[src/rtl/ce_rst_pkg.sv]
// ============================================================================
// ce_rst_pkg
// ----------------------------------------------------------------------------
// Shared definitions for the clock-enable and reset sequencer.
//
// Contents:
//   seq_state_t    - reset sequencer phases (power-on hold, request hold, run)
//   seq_cnt_width  - width of the shared sequencer counter, sized so that it
//                    can count up to the longer of the two hold lengths
// ============================================================================
package ce_rst_pkg;

    // The three phases of the system reset sequence.  Power-on hold is only
    // ever entered through the block reset; the request hold and run phases
    // alternate as the soft reset request comes and goes.
    typedef enum logic [1:0] {
        SEQ_POR  = 2'd0,
        SEQ_HOLD = 2'd1,
        SEQ_RUN  = 2'd2
    } seq_state_t;

    // The counter only ever needs to reach (longest hold - 1), so
    // $clog2(longest) bits are enough.  A floor of one bit keeps the counter
    // a legal vector when both hold lengths are 1.
    function automatic int seq_cnt_width(input int por_cycles, input int hold_cycles);
        int longest;
        longest = (por_cycles > hold_cycles) ? por_cycles : hold_cycles;
        return (longest > 1) ? $clog2(longest) : 1;
    endfunction

endpackage : ce_rst_pkg

[src/rtl/ce_div.sv]
// ============================================================================
// ce_div
// ----------------------------------------------------------------------------
// One programmable clock-enable channel.  A free-running counter walks
// 0..div_q and wraps; the registered enable fires one clock after the counter
// passes phase_q, giving one pulse per (div_q + 1) clocks.
//
// The divide and phase settings are captured into local copies only at safe
// points (block reset, resync, counter wrap), so software can rewrite them at
// any time without producing a short or stretched period.
//
// Ports:
//   i_clk     in   1      system clock
//   i_reset   in   1      synchronous active-high reset
//   i_resync  in   1      pulse: restart the counter and capture settings
//   i_div     in   DIV_W  period minus one
//   i_phase   in   DIV_W  counter value at which the channel fires
//   o_ce      out  1      one-clock enable pulse
// ============================================================================
module ce_div #(
    parameter int DIV_W = 8
) (
    input  logic             i_clk,
    input  logic             i_reset,
    input  logic             i_resync,
    input  logic [DIV_W-1:0] i_div,
    input  logic [DIV_W-1:0] i_phase,
    output logic             o_ce
);

    logic [DIV_W-1:0] r_cnt;
    logic [DIV_W-1:0] r_div_q;
    logic [DIV_W-1:0] r_phase_q;
    logic             r_ce;

    logic             w_wrap;
    logic             w_hit;

    // End of period reached: the counter sits on the captured limit.
    assign w_wrap = (r_cnt == r_div_q);

    // A phase beyond the captured limit is never matched, so such a channel
    // simply stays silent.
    assign w_hit  = (r_cnt == r_phase_q);

    // Counter, captured settings and the registered enable.  Resync takes
    // priority over the natural wrap; both restart the count at zero and
    // take fresh copies of the divide and phase inputs.
    always_ff @(posedge i_clk) begin
        if (i_reset) begin
            r_cnt     <= '0;
            r_div_q   <= i_div;
            r_phase_q <= i_phase;
            r_ce      <= 1'b0;
        end else begin
            r_ce <= w_hit;
            if (i_resync || w_wrap) begin
                r_cnt     <= '0;
                r_div_q   <= i_div;
                r_phase_q <= i_phase;
            end else begin
                r_cnt <= r_cnt + 1'b1;
            end
        end
    end

    assign o_ce = r_ce;

endmodule : ce_div

[src/rtl/ce_rst_seq.sv]
// ============================================================================
// ce_rst_seq
// ----------------------------------------------------------------------------
// Clock-enable and system reset sequencer for the ORAO core and its siblings.
// Provides NUM_CE independently programmable clock-enable channels and walks
// the system reset through power-on hold, debounced request hold and run.
//
// Parameters:
//   NUM_CE       number of clock-enable channels
//   DIV_W        width of each channel's divide and phase fields
//   POR_CYCLES   power-on hold length in clocks (>= 1)
//   HOLD_CYCLES  consecutive quiet clocks of i_rst_req before release (>= 1)
//   PAUSE_MASK   bit i set: o_ce_run[i] is frozen while i_pause is high
//
// Ports:
//   i_clk        in   1             system clock (clk_sys)
//   i_reset      in   1             synchronous active-high block reset
//   i_rst_req    in   1             level-sensitive soft reset request
//   i_pause      in   1             freeze request (download in progress)
//   i_resync     in   1             pulse: realign every divider counter
//   i_div        in   NUM_CE*DIV_W  channel i period-1 in [i*DIV_W +: DIV_W]
//   i_phase      in   NUM_CE*DIV_W  channel i fire position in its period
//   o_ce         out  NUM_CE        raw enables, one-clock pulses
//   o_ce_run     out  NUM_CE        enables gated by reset and pause
//   o_sys_reset  out  1             system reset to CPU and peripherals
//   o_por_done   out  1             high once power-on hold has ended
// ============================================================================
module ce_rst_seq
    import ce_rst_pkg::*;
#(
    parameter int                NUM_CE      = 2,
    parameter int                DIV_W       = 8,
    parameter int                POR_CYCLES  = 20000000,
    parameter int                HOLD_CYCLES = 15,
    parameter logic [NUM_CE-1:0] PAUSE_MASK  = '1
) (
    input  logic                    i_clk,
    input  logic                    i_reset,
    input  logic                    i_rst_req,
    input  logic                    i_pause,
    input  logic                    i_resync,
    input  logic [NUM_CE*DIV_W-1:0] i_div,
    input  logic [NUM_CE*DIV_W-1:0] i_phase,
    output logic [NUM_CE-1:0]       o_ce,
    output logic [NUM_CE-1:0]       o_ce_run,
    output logic                    o_sys_reset,
    output logic                    o_por_done
);

    localparam int               CNT_W     = seq_cnt_width(POR_CYCLES, HOLD_CYCLES);
    localparam logic [CNT_W-1:0] POR_LAST  = CNT_W'(POR_CYCLES - 1);
    localparam logic [CNT_W-1:0] HOLD_LAST = CNT_W'(HOLD_CYCLES - 1);

    seq_state_t       r_state;
    seq_state_t       w_next_state;
    logic [CNT_W-1:0] r_seq_cnt;
    logic [CNT_W-1:0] w_next_cnt;
    logic             r_sys_reset;
    logic             r_por_done;
    logic [NUM_CE-1:0] w_ce;
    logic [NUM_CE-1:0] w_pause_gate;

    // ------------------------------------------------------------------------
    // Divider channels.  They free-run regardless of the sequencer state so
    // that enable phases stay aligned across soft resets and pauses.
    // ------------------------------------------------------------------------
    for (genvar g = 0; g < NUM_CE; g++) begin : g_ch
        ce_div #(
            .DIV_W (DIV_W)
        ) u_div (
            .i_clk    (i_clk),
            .i_reset  (i_reset),
            .i_resync (i_resync),
            .i_div    (i_div[g*DIV_W +: DIV_W]),
            .i_phase  (i_phase[g*DIV_W +: DIV_W]),
            .o_ce     (w_ce[g])
        );
    end

    // ------------------------------------------------------------------------
    // Sequencer next-state logic.  One counter is shared by the power-on and
    // request holds; every transition between phases clears it so the next
    // phase always starts counting from zero.  A request seen during the hold
    // restarts the quiet-time count, which is what debounces the request.
    // ------------------------------------------------------------------------
    always_comb begin
        w_next_state = r_state;
        w_next_cnt   = r_seq_cnt;
        unique case (r_state)
            SEQ_POR: begin
                if (r_seq_cnt == POR_LAST) begin
                    w_next_state = SEQ_HOLD;
                    w_next_cnt   = '0;
                end else begin
                    w_next_cnt   = r_seq_cnt + 1'b1;
                end
            end
            SEQ_HOLD: begin
                if (i_rst_req) begin
                    w_next_cnt   = '0;
                end else if (r_seq_cnt == HOLD_LAST) begin
                    w_next_state = SEQ_RUN;
                    w_next_cnt   = '0;
                end else begin
                    w_next_cnt   = r_seq_cnt + 1'b1;
                end
            end
            SEQ_RUN: begin
                if (i_rst_req) begin
                    w_next_state = SEQ_HOLD;
                    w_next_cnt   = '0;
                end
            end
            default: begin
                w_next_state = SEQ_POR;
                w_next_cnt   = '0;
            end
        endcase
    end

    // ------------------------------------------------------------------------
    // Sequencer state register.  The status outputs are registered from the
    // next state, so they change on the same edge as the state itself rather
    // than one clock later.
    // ------------------------------------------------------------------------
    always_ff @(posedge i_clk) begin
        if (i_reset) begin
            r_state     <= SEQ_POR;
            r_seq_cnt   <= '0;
            r_sys_reset <= 1'b1;
            r_por_done  <= 1'b0;
        end else begin
            r_state     <= w_next_state;
            r_seq_cnt   <= w_next_cnt;
            r_sys_reset <= (w_next_state != SEQ_RUN);
            r_por_done  <= (w_next_state != SEQ_POR);
        end
    end

    // ------------------------------------------------------------------------
    // Gated enables.  Only channels selected in PAUSE_MASK are frozen by
    // pause, so e.g. audio can keep ticking while the CPU is held for a
    // download.  The raw enables keep running underneath, which lets a
    // paused channel resume on its original phase.
    // ------------------------------------------------------------------------
    assign w_pause_gate = {NUM_CE{i_pause}} & PAUSE_MASK;
    assign o_ce_run     = w_ce & ~{NUM_CE{r_sys_reset}} & ~w_pause_gate;

    assign o_ce         = w_ce;
    assign o_sys_reset  = r_sys_reset;
    assign o_por_done   = r_por_done;

endmodule : ce_rst_seq

[config.mk]
export PLATFORM = sky130hd
export DESIGN_NAME = ce_rst_seq
export DESIGN_NICKNAME = d
export VERILOG_FILES = /design/src/rtl/ce_rst_pkg.sv /design/src/rtl/ce_div.sv /design/src/rtl/ce_rst_seq.sv
export SDC_FILE = /design/constraint.sdc
export NUM_CORES = 1
export LEC_CHECK = 0
export BUFFER_PORTS_ARGS = -buffer_cell sky130_fd_sc_hd__buf_4
export CORE_ASPECT_RATIO = 0.8
export CORE_MARGIN = 4
export CORE_UTILIZATION = 28
export DETAILED_ROUTE_END_ITERATION = 10
export SLEW_MARGIN = 10
export SYNTH_ARGS = -nofsm -noshare
export SYNTH_HDL_FRONTEND = slang
export SYNTH_SLANG_ARGS = --single-unit
[constraint.sdc]
create_clock -name i_clk -period 2.05 [get_ports i_clk]
set_clock_uncertainty 0.05 [all_clocks]
set_input_delay 0.1025 -clock i_clk [delete_from_list [all_inputs] [get_ports i_clk]]
set_output_delay 0.1025 -clock i_clk [all_outputs]
set_load 0.05 [all_outputs]
==> flow_summary.json <==
{
  "synth_most_common_cell": "dfxtp_1",
  "hold_viol_final": 0,
  "yosysSeqAreaShare_pct": 53.0,
  "wirelength_mm": 8.01,
  "rows": 36,
  "first_pass_iters": 4,
  "p_leak_uw": 0.00181,
  "arrival_ns": 2.15,
  "ys_top_cells_by_area": "edfxtp_1, dfxtp_1, xnor2_1, xor2_1, nor2_1",
  "clkTransAtPathRegs_ns": 0.06,
  "netlist_instances": 328,
  "core_area_um2": 12300,
  "synth.net_count": 369,
  "yosysWarnings": 0,
  "portBuffers": 42,
  "numCtsBuffers": 9,
  "grt_max_degree": 25,
  "worstSetupPathType": "reg2reg",
  "die-area_um2": 14700,
  "nets": 461,
  "critPathCaptureType": "flop",
  "holdWs_ns": 0.190,
  "yosys.cell_types.count": 50,
  "cts_tree": "done",
  "total_power_uw": 3780,
  "drc": 0,
  "synth_top_cells_by_count": "dfxtp_1, xnor2_1, nor2_1",
  "timing.final.crit_share_pct": 96.8,
  "grt_pass1_wl_mm": 13.2,
  "setup_viol": 0,
  "tightest_slew_ns": 0.426,
  "drive_gt1_share_pct": 22.8,
  "ys_ff_latch": 79,
  "clk_path_buf_depth": 2,
  "status": "completed",
  "grt.overflow.total": 0,
  "required_ns": 2.22,
  "grt_use_total_pct": 11.3,
  "cts_root_buf": "clkbuf_16",
  "cts-htree-levels": 3,
  "cts.sinks": 79,
  "relSlewSlack_pct": 71.3,
  "diodes": 0,
  "antenna_found_initial": 0,
  "async_flop_share_pct": 0,
  "max_freq_mhz": 504,
  "cp_max_fo": 7,
  "die_y_um": 109,
  "vias_per_cell": 4.62,
  "synthesis.area_um2": 3590,
  "dp_hpwl_mm": 5.33,
  "vias": 2752,
  "powerDensity_nw_per_um2": 762,
  "io_pins": 43,
  "yosys_most_used_dff": "dfxtp_1",
  "routabilityCongestion": 0.807,
  "start_util_pct": 29.1,
  "syn2layout_area_growth_pct": 38.1,
  "layout_min_cycle_time_ns": 1.98,
  "synth_top_cell_area_share_pct": 26.8,
  "drtIter0Drc": 119,
  "ant_nets": 0,
  "startpoint_type": "flop",
  "peakVddDrop_mv": 0.510,
  "die_x_um": 135,
  "clk_latency_ns": 0.34,
  "wl_per_cell_um": 13.4,
  "synth_edf_count": 32,
  "drv_slew": 0,
  "yosys.area.top_type": "edfxtp_1",
  "hp-class": "in2reg",
  "cap_violations": 0,
  "grt_pass1_vias": 2754,
  "syn_avg_cell_area_um2": 10.9
}
[final timing paths]
kind	to	startpoint	depth (start not counted)	slack, ns
worst max-delay path	r_seq_cnt[12]	r_seq_cnt[4]	6	0.07
worst min-delay path	g_ch[0].u_div.r_cnt[1]	i_resync	5	0.19
worst max register to register	r_seq_cnt[12]	r_seq_cnt[4]	6	0.07
worst min register to register	g_ch[0].u_div.r_cnt[0]	g_ch[0].u_div.r_cnt[0]	1	0.44
[worst max-delay path, stage by stage (launching register included)]
cell	delay [ns]
dfxtp_1	0.36
or4_4	0.61
nor4b_4	0.30
a221oi_2	0.10
o21bai_4	0.21
clkbuf_16	0.19
a31oi_1	0.04
[metal layers]
| layer | wire (um) | vias up | global-route usage (%) |
|---|---|---|---|
| li1 | - | 1356 | - |
| met1 | 3750 | 1320 | 14.2 |
| met2 | 3760 | 62 | 18.4 |
| met3 | 360 | 14 | 3.32 |
| met4 | 141 | 0 | 4.14 |
| met5 | 0 | - | 0 |
[kinds of logic after synthesis]
logic type                 after synthesis  share of synthesized area (%)
AOI/OAI and AO/OA                       32                           6.38
buffers and inverters                   22                           3.31
DFF                                     79                           53.0
and+or+nand+nor                        130                           21.1
xor gates and xnor gates                61                           14.9
adders and majority gates                4                           1.39
[per-stage QoR]
| step | instance area, um^2 | setup slack [ns] | cells | utilization [%] | setup TNS, ns |
|---|---|---|---|---|---|
| 2_1_floorplan | 3600 | 0.178 | 328 | - | 0 |
| 3_3_place_gp | 4180 | 0.122 | 543 | 33.9 | 0 |
| 3_5_place_dp | 4180 | 0.0761 | 543 | 33.9 | 0 |
| 4_1_cts | 4860 | 0.0508 | 593 | 39.4 | 0 |
| 5_1_grt | 4960 | -0.0158 | 596 | 40.2 | -0.0662 |
| 6_report | 4960 | 0.0657 | 596 | 40.2 | 0 |
[state kept, by name, summed over array words and instances, names as in the netlist]
signal and count:
o_sys_reset 1, o_por_done 1, r_seq_cnt 25, g_ch.u_div.r_cnt 16, g_ch.u_div.r_phase_q 16, g_ch.u_div.o_ce 2, r_state 2, g_ch.u_div.r_div_q 16
[placed cells by master, fill, tap and decap left out, drive strengths merged, types with 2 or more instances in the layout]
| master | count |
|---|---|
| a211oi | 4 |
| a21oi | 5 |
| a31oi | 3 |
| and2 | 2 |
| and3 | 10 |
| and4 | 5 |
| buf | 62 |
| bufinv | 2 |
| clkbuf | 12 |
| dfxtp | 47 |
| dlygate4sd3 | 34 |
| edfxtp | 32 |
| ha | 4 |
| inv | 8 |
| nand2 | 8 |
| nand2b | 3 |
| nand3 | 17 |
| nand4 | 18 |
| nor2 | 36 |
| nor2b | 6 |
| nor3 | 4 |
| nor3b | 3 |
| nor4 | 10 |
| o21ai | 10 |
| o22ai | 3 |
| or4 | 2 |
| xnor2 | 43 |
| xor2 | 18 |
[final cells by class]
class,instances,area [um^2]
Fill cell,1195,7390
Timing Repair Buffer,97,847
Clock buffer,11,254
Tap cell,171,214
Multi-Input combinational cell,227,1630
Inverter,6,22.5
Clock inverter,5,86.3
Sequential cell,79,1900
[where the power goes]
group	switching (uW)	total, uW	internal, uW
sequential	34.1	1730	1690
clock	646	1800	1150
combinational	93.4	249	156
[timing repair]
item / CTS / global route
resized for setup: 0 / 11
endpoints found under the hold margin: 38 / 0
hold buffers: 34 / 0
endpoints found under the setup margin: 0 / 27
buffers inserted: 0 / 1
No activity file was read; power rests on OpenSTA's default activity.
